File: src/rtl/wb_commit_queue_pkg.sv
// Shared types for the multi-lane writeback commit queue: buffered entries,
// per-port retire bundles and the exception codes the trace logic needs.
package wb_commit_queue_pkg;

  localparam logic [4:0] EXCCODE_INT  = 5'h00;
  localparam logic [4:0] EXCCODE_ADEL = 5'h04;
  localparam logic [4:0] EXCCODE_ADES = 5'h05;
  localparam logic [4:0] EXCCODE_SYS  = 5'h08;

  typedef struct packed {
    logic [31:0] pc;
    logic [4:0]  dest;
    logic [3:0]  rf_we;
    logic [31:0] result;
    logic        ex;
    logic [4:0]  exccode;
    logic [31:0] badvaddr;
    logic        eret;
  } wb_entry_t;

  typedef struct packed {
    logic [3:0]  we;
    logic [4:0]  waddr;
    logic [31:0] wdata;
    logic [31:0] pc;
  } wb_retire_t;

  function automatic logic is_addr_exc(input wb_entry_t e);
    return e.ex && ((e.exccode == EXCCODE_ADEL) || (e.exccode == EXCCODE_ADES));
  endfunction

  // Address faults report the faulting address on the write-data trace lane.
  function automatic wb_retire_t make_retire(input wb_entry_t e, input logic en, input logic kill);
    wb_retire_t r;
    r = '0;
    if (en) begin
      r.we    = kill ? 4'h0 : e.rf_we;
      r.waddr = e.dest;
      r.wdata = is_addr_exc(e) ? e.badvaddr : e.result;
      r.pc    = e.pc;
    end
    return r;
  endfunction

endpackage

File: src/rtl/wb_retire_select.sv
// Scans the oldest RETIRE buffered entries and decides how many retire this
// cycle, stopping at the first exception/ERET (which retires alone at the head).
module wb_retire_select
  import wb_commit_queue_pkg::*;
#(
  parameter int RETIRE = 2,
  parameter int RCNT_W = $clog2(RETIRE + 1)
) (
  input  logic [RETIRE-1:0]            win_valid,
  input  wb_entry_t [RETIRE-1:0]       win_entry,
  output logic [RCNT_W-1:0]            retire_cnt,
  output logic [RETIRE-1:0]            port_en,
  output logic                         flush_sel
);

  logic stop;

  always_comb begin
    retire_cnt = '0;
    port_en    = '0;
    flush_sel  = 1'b0;
    stop       = 1'b0;
    for (int i = 0; i < RETIRE; i++) begin
      if (!stop) begin
        if (!win_valid[i]) begin
          stop = 1'b1;
        end else if (win_entry[i].ex || win_entry[i].eret) begin
          // Younger faulting entries wait until they reach the head.
          stop = 1'b1;
          if (i == 0) begin
            flush_sel  = 1'b1;
            port_en[0] = 1'b1;
            retire_cnt = RCNT_W'(1);
          end
        end else begin
          port_en[i] = 1'b1;
          retire_cnt = retire_cnt + RCNT_W'(1);
        end
      end
    end
  end

endmodule

File: src/rtl/wb_commit_queue.sv
// Multi-lane in-order commit buffer between MEM and the register file; retires
// up to RETIRE entries per cycle and raises a precise flush at the head.
module wb_commit_queue
  import wb_commit_queue_pkg::*;
#(
  parameter int LANES  = 2,
  parameter int RETIRE = 2,
  parameter int DEPTH  = 8
) (
  input  logic                      clk,
  input  logic                      resetn,
  input  logic [LANES-1:0]          in_valid,
  input  wb_entry_t [LANES-1:0]     in_entry,
  output logic                      in_ready,
  output logic [RETIRE-1:0][3:0]    rf_we,
  output logic [RETIRE-1:0][4:0]    rf_waddr,
  output logic [RETIRE-1:0][31:0]   rf_wdata,
  output logic                      flush,
  output logic                      flush_is_eret,
  output logic [31:0]               flush_pc,
  output logic [4:0]                flush_exccode,
  output logic [31:0]               flush_badvaddr,
  output logic [$clog2(DEPTH):0]    occupancy,
  output logic [RETIRE-1:0][31:0]   debug_wb_pc,
  output logic [RETIRE-1:0][3:0]    debug_wb_rf_wen,
  output logic [RETIRE-1:0][4:0]    debug_wb_rf_wnum,
  output logic [RETIRE-1:0][31:0]   debug_wb_rf_wdata
);

  localparam int PTR_W  = $clog2(DEPTH);
  localparam int CNT_W  = PTR_W + 1;
  localparam int PCNT_W = $clog2(LANES + 1);
  localparam int RCNT_W = $clog2(RETIRE + 1);

  wb_entry_t entry_mem [DEPTH];

  logic [PTR_W-1:0]        head_reg, head_next;
  logic [PTR_W-1:0]        tail_reg, tail_next;
  logic [CNT_W-1:0]        count_reg, count_next;
  logic [PCNT_W-1:0]       push_cnt;
  logic                    push_en;
  logic [RETIRE-1:0]       win_valid;
  wb_entry_t [RETIRE-1:0]  win_entry;
  logic [RCNT_W-1:0]       retire_cnt;
  logic [RETIRE-1:0]       port_en;
  logic                    flush_sel;
  wb_retire_t [RETIRE-1:0] port;

  assign in_ready = (count_reg <= CNT_W'(DEPTH - LANES));

  always_comb begin
    push_cnt = '0;
    for (int i = 0; i < LANES; i++) begin
      push_cnt = push_cnt + PCNT_W'(in_valid[i]);
    end
  end

  // A flushing cycle squashes whatever MEM presents alongside it.
  assign push_en = in_ready && (|in_valid) && !flush_sel;

  always_ff @(posedge clk) begin
    if (push_en) begin
      for (int i = 0; i < LANES; i++) begin
        if (in_valid[i]) begin
          entry_mem[tail_reg + PTR_W'(i)] <= in_entry[i];
        end
      end
    end
  end

  genvar gi;
  generate
    for (gi = 0; gi < RETIRE; gi++) begin : g_win
      logic [PTR_W-1:0] rd_idx;
      assign rd_idx         = head_reg + PTR_W'(gi);
      assign win_entry[gi]  = entry_mem[rd_idx];
      assign win_valid[gi]  = (count_reg > CNT_W'(gi));
    end
  endgenerate

  wb_retire_select #(
    .RETIRE (RETIRE),
    .RCNT_W (RCNT_W)
  ) u_retire_select (
    .win_valid  (win_valid),
    .win_entry  (win_entry),
    .retire_cnt (retire_cnt),
    .port_en    (port_en),
    .flush_sel  (flush_sel)
  );

  always_comb begin
    head_next  = head_reg + PTR_W'(retire_cnt);
    tail_next  = push_en ? (tail_reg + PTR_W'(push_cnt)) : tail_reg;
    count_next = count_reg + (push_en ? CNT_W'(push_cnt) : '0) - CNT_W'(retire_cnt);
    if (flush_sel) begin
      head_next  = tail_reg;
      tail_next  = tail_reg;
      count_next = '0;
    end
  end

  always_ff @(posedge clk or negedge resetn) begin
    if (!resetn) begin
      head_reg  <= '0;
      tail_reg  <= '0;
      count_reg <= '0;
    end else begin
      head_reg  <= head_next;
      tail_reg  <= tail_next;
      count_reg <= count_next;
    end
  end

  generate
    for (gi = 0; gi < RETIRE; gi++) begin : g_port
      assign port[gi]              = make_retire(win_entry[gi], port_en[gi], flush_sel);
      assign rf_we[gi]             = port[gi].we;
      assign rf_waddr[gi]          = port[gi].waddr;
      assign rf_wdata[gi]          = port[gi].wdata;
      assign debug_wb_pc[gi]       = port[gi].pc;
      assign debug_wb_rf_wen[gi]   = port[gi].we;
      assign debug_wb_rf_wnum[gi]  = port[gi].waddr;
      assign debug_wb_rf_wdata[gi] = port[gi].wdata;
    end
  endgenerate

  assign flush          = flush_sel;
  assign flush_is_eret  = flush_sel && win_entry[0].eret;
  assign flush_pc       = flush_sel ? win_entry[0].pc       : '0;
  assign flush_exccode  = flush_sel ? win_entry[0].exccode  : '0;
  assign flush_badvaddr = flush_sel ? win_entry[0].badvaddr : '0;
  assign occupancy      = count_reg;

  a_in_valid_prefix: assert property (
    @(posedge clk) disable iff (!resetn)
      (in_valid & (in_valid + LANES'(1))) == '0
  );

endmodule

File: config.mk
export PLATFORM = sky130hd
export DESIGN_NAME = wb_commit_queue
export DESIGN_NICKNAME = d
export VERILOG_FILES = /design/src/rtl/wb_commit_queue_pkg.sv /design/src/rtl/wb_retire_select.sv /design/src/rtl/wb_commit_queue.sv
export SDC_FILE = /design/constraint.sdc
export NUM_CORES = 2
export LEC_CHECK = 0
export BUFFER_PORTS_ARGS = -buffer_cell sky130_fd_sc_hd__clkbuf_2
export CORE_MARGIN = 4
export CORE_UTILIZATION = 40
export CTS_CLUSTER_SIZE = 12
export DETAILED_ROUTE_END_ITERATION = 7
export GPL_ROUTABILITY_DRIVEN = 0
export GPL_TIMING_DRIVEN = 0
export MAX_ROUTING_LAYER = met4
export PLACE_DENSITY = 0.62
export SYNTH_ARGS = -nofsm -noshare
export SYNTH_HDL_FRONTEND = slang
export SYNTH_SLANG_ARGS = --single-unit
export TNS_END_PERCENT = 100
File: constraint.sdc
create_clock -name clk -period 28.1 [get_ports clk]
set_input_delay 2.81 -clock clk [delete_from_list [all_inputs] [get_ports clk]]
set_output_delay 2.81 -clock clk [all_outputs]
set_load 0.02 [all_outputs]
======== Word level (Yosys, flattened, before mapping) ========
Memories as Yosys holds them, arrays and structs flattened.
Cells that the tools add are included.
storage, ports and cells
  register bits after elaboration ......... 10
  RAM bits ................................ 896
  input port bits ......................... 228
  output and inout bits ................... 304
  word-level logic and storage cells ...... 61
  memories ................................ 1
operators by class
  add/sub/neg operators ................... 8
  $lt $le $gt $ge ......................... 3
  eq/ne operators ......................... 4
  muxes and demuxes ....................... 29
  bitwise logic cells ..................... 1
  reductions and logical operators ........ 12
memories
  name       depth  width  rd ports  clocked after Yosys merged registers in  wr ports  RTL line               source
  entry_mem  8      112    2         0                                        2         wb_commit_queue.sv:35  wb_entry_t entry_mem [DEPTH];
operator list
  operator             count
  $mux 73              2
  $mux 32              4
  $eq 5x3->1 const B   4
  $mux 1               14
  $mux 4               3
  $gt 4x1->1 const B   2
  $mux 2               4
  $add 3x1->3 const B  2
  $add 3x2->3          2
  $logic_and 1x1->1    5
  $mux 5               1
  $add 4x2->4          1
  $le 4x3->1 const B   1
  $logic_or 1x1->1     4
  $sub 4x2->4          1
  $mux 3               1
  $add 1x1->2          1
  $add 1x1->2 const B  1
  $reduce_and 2->1     1
  $reduce_or 2->1      1
  $logic_not 1->1      1
  $not 1->1            1

======== Depth between registers and ports, before layout ========
An unclocked memory read counts as a cell.
  word-level depth ........................ 10
  gate-level depth with buffers ........... 16
  gate-level depth less buffers ........... 15

======== Hierarchy ========
From an unflattened synthesis, not the netlist that was laid out.
unflattened totals
  cell total of the unflattened synthesis .. 3559
  area, all modules ....................... 55060.3 um^2
by module, submodules not included
  module            instances  cells each  area an instance (um^2)  sequential area each (um^2)
  wb_commit_queue   1          3549        54995.2                  27156.0
  wb_retire_select  1          10          65.1                     0.0

======== Worst setup path after synthesis ========
OpenSTA, ideal clock, no wires.
  kind .................................... input to register
  from .................................... input port in_valid[0]
  to ...................................... memory entry_mem[3][0] (netlist bit) (enable)
  library setup time ...................... 0.887 ns
  arrival time ............................ 15.043 ns
  data required time ...................... 27.213 ns
  setup slack ............................. 12.170 ns
  stages .................................. 6
  path buffers ............................ 1
  cells stage by stage .................... inv_1 > ha_1 > nor2_1 > buf_1 > nand2_1 > o41ai_1
RTL lines
  item         RTL line               source
  from (decl)  wb_commit_queue.sv:12  input logic [LANES-1:0] in_valid,
  to (decl)    wb_commit_queue.sv:35

==> results.md <==
* Status: finished, violations left
* Failing checks: max-capacitance violations, max-slew violations
* Compound-Gate Fraction of Synth Area at 0.0226
* ANT nets after route at 0
* H-Tree Depth at 3
* Worst path buffer plus inverter count at 6
* Synth Area in Simple Gates at 0.0341
* Antenna violations before repair at 50
* Crit path max fanout at 10
* Pre-Repair DR Iteration Count at 5
* Flops & latches, synth at 906
* Cell variety after synth at 41
* Final wirelength at 181 mm
* Pin count of the biggest net entering global routing at 23
* Crit-path max cell delay at 1.39 ns
* Mean Syn Cell Area at 16.4 um2
* Logic pwr share at 0.554
* Worst R2R Path Depth at 15
* Clk_lat worst skew at 0.72 ns
* Max Slew Vio Count at 5
* IO Count at 532
* CP startpoint kind: flip-flop
* Post-synth EDFFs at 896
* NetSw at 0.00308 W
* Maximum clock rate at 0.112 GHz
* Routed len/inst at 31.6 um
* Sequential power share at 0.260
* Pre-CTS setup slack at 19.95 ns
* Worst IR Drop VDD at 0.0971 mV
* Gate Count Post-Synth at 3162
* Worst Setup Path Type: reg -> out
* Mapped Area at 51900 um2
* Die width at 368 um
* DIE HEIGHT at 368 um
* Total power at 0.00709 W
* DRC Markers at 0
* Top FF cell, synth: edfxtp_1
* Switching Share at 0.434
* Vias in the first global route at 34200
* Hold Path Class: reg -> reg
* Setup WS post-layout at 19.14 ns
* Crit-path slowest cell: a211oi_1
* Final Hold Viols at 0
* Net count after synthesis at 3407
* Reg-to-Reg End: occupancy[3]
* Cell Pwr Density at 115 nW/um2
* R2r setup slk at 22.82 ns
* Main combinational cell family by area after synthesis: multiplexers
* Setup bufs post-CTS at 0
* Iter 0 DRT Violations at 3456
* FILL cells at 11200
* Max reg flops at 896
* Via Count at 33500
* Max Cap Viol at 2
* Hold Crit Depth at 2
* Post-layout util at 0.480
* Fin crit share at 0.319
* Port bufs at 531
* Total die area at 135000 um2
* Slew HR at -0.0964
* WHS Endpoint: tail_reg[1]
* Clock Skew at 0.0327 ns
* Most flops, register: entry_mem
* Core area at 128000 um2
* Num rows at 131
* Synth Area in Adders at 0.00468
* CP delay by family, top: buffers and inverters
* Mux contribution to synthesized area at 0.376
* RSZ-0062 raised after global routing: no
* Clk root buf: clkbuf_16
* First-pass GRT wire length at 255 mm
* Hold buffer count at CTS at 0
* Gr usage total at 0.270
* Layout area overhead at 18.6%
* Crit-path most repeated cell: clkbuf_1
* Share of post-route cells with drive strength above 1 at 0.555
* Post-Synth XOR/XNOR Area at 0.00135
* Worst path cell trace: buf_2, clkbuf_1, buf_1, clkbuf_1, a221oi_1, a211oi_1, buf_4, clkbuf_2
* Clock-pin slew on the worst setup and hold paths at 0.06 ns
* Synth top area cells: edfxtp_1 (52%), mux4_2 (16%), mux2_2 (16%)
* Yosys warnings at 0
* Synth top area share at 0.519
* GR Overflow Total at 0
* Clock Path Buffers at 3
* Final setup TNS at 0 ns
* Endpoints failing setup at 0
* Power Internal at 0.00402 W
* Crit path DAT at 6.15 ns
* Num CTS Buffers at 103
* Asr flop ratio synth at 0.0110
* R2r startpoint: head_reg[1]
* Initial core utilization at 0.405
* CP required at 25.29 ns
* Post_cts resized at 0
* Min Tclk post-route at 8.96 ns
* Critical Path End Type: primary output
* P_leak at 22.4 nW
* Slew @ Worst Pin at 1.63 ns
* Clock Power Share at 0.187
* Vias per cell at 5.83
* Sequential element share of the synthesized area at 0.524
* Area leader, netlist: edfxtp_1
* CTS tree: built
* Min-delay src: tail_reg[1]
* CTS Sinks at 906
* Post-DP HPWL at 130 mm
* Nets at 4121
[Yosys cell counts, drive strengths merged, types with 2 or more instances]
library cell and count:
nor2 56, mux2 899, nand3b 3, and2 5, mux2i 48, nand2 185
edfxtp 896, xor2 2, and3 2, nor3 6, xnor2 6, o21ai 6
a211oi 32, fa 4, a21oi 113, nand2b 35, a221oi 32, nand4 8
o31ai 2, buf 236, ha 13, nor2b 64, clkbuf 100, mux4 371
dfrtp 10, inv 17, nand3 4, a21o 2
[power groups by stage]
stage               Combinational (W)  Sequential, W  Clock (W)
finish                        0.00393        0.00184    0.00132
global route                  0.00413        0.00186    0.00140
CTS                           0.00396        0.00184    0.00134
detailed placement            0.00394        0.00187          0
global placement              0.00380        0.00207          0
floorplan                     0.00241        0.00193          0
[per-stage QoR]
step | instance area (um2) | instances | hold WS [ns]
5_1_grt | 61500 | 5731 | 0.661
3_3_place_gp | 56700 | 5422 | 0.577
3_5_place_dp | 58100 | 5500 | 0.586
4_1_cts | 61400 | 5693 | 0.602
2_1_floorplan | 51900 | 3162 | 0.537
6_report | 61500 | 5745 | 0.616
[final cells by class]
| class | count | area [um2] | area share |
|---|---|---|---|
| tap | 1729 | 2160 | 0.0352 |
| buffer | 336 | 1900 | 0.0309 |
| clock inverter | 60 | 536 | 0.00871 |
| clock buffer | 133 | 2730 | 0.0444 |
| multi-input combinational | 1903 | 22800 | 0.371 |
| timing repair buffer | 609 | 4010 | 0.0651 |
| antenna | 52 | 130 | 0.00212 |
| inverter | 17 | 63.8 | 0.00104 |
| sequential | 906 | 27200 | 0.441 |
[placed cells by master (no fill, tap or decap), types with 6 or more instances in the layout]
master	instances
clkinv_2	18
nand2b_1	35
dfrtp_1	10
a21oi_1	113
ha_1	13
clkbuf_16	103
mux2_4	138
mux2_1	45
a221oi_1	32
buf_4	105
nor2b_1	64
buf_6	30
buf_8	16
clkbuf_2	531
clkbuf_1	126
buf_2	95
mux2i_1	48
mux4_2	371
buf_12	20
bufinv_16	6
buf_1	29
inv_1	17
nor2_1	55
nand2_1	185
diode_2	52
buf_16	19
nor3_1	6
clkinv_1	25
mux2_2	716
edfxtp_1	896
a211oi_1	32
[cells by family (layout without fill, tap and decap cells)]
kind of cell | Yosys count | after routing
compound gates | 190 | 190
xor+xnor | 8 | 8
fa+ha+maj | 17 | 17
buf+inv | 353 | 1155
flops | 906 | 906
mux | 1318 | 1318
other cells | 0 | 52
simple gates | 370 | 370
[worst register-to-register path, cell delays in order, from the launching register on]
cell	delay, ns
dfrtp_1	0.41
buf_2	0.30
buf_2	0.42
mux4_2	0.38
mux2i_1	0.24
and2_1	0.16
clkbuf_1	0.77
clkbuf_1	0.79
and3_1	0.37
fa_1	0.44
inv_1	0.10
ha_1	0.23
a21o_1	0.18
a21oi_1	0.18
xnor2_1	0.14
nor2_1	0.06
[how the worst max path moves through the flow]
stage	from	endpoint	cells after the start
CTS	head_reg[2]	rf_wdata[3]	8
finish	head_reg[2]	rf_wdata[3]	8
global route	head_reg[2]	rf_wdata[3]	8
detailed placement	head_reg[2]	rf_wdata[3]	8
global placement	in_valid[0]	entry_mem[3][55]	7
floorplan	in_valid[0]	entry_mem[3][0]	6
[routing by layer]
| layer | global-route usage | routed length [um] |
|---|---|---|
| met5 | - | 0 |
| met1 | 0.350 | 71700 |
| met2 | 0.434 | 87700 |
| met3 | 0.0500 | 16000 |
| met4 | 0.0845 | 6020 |
Note: power is estimated with default switching activity, not from simulation.
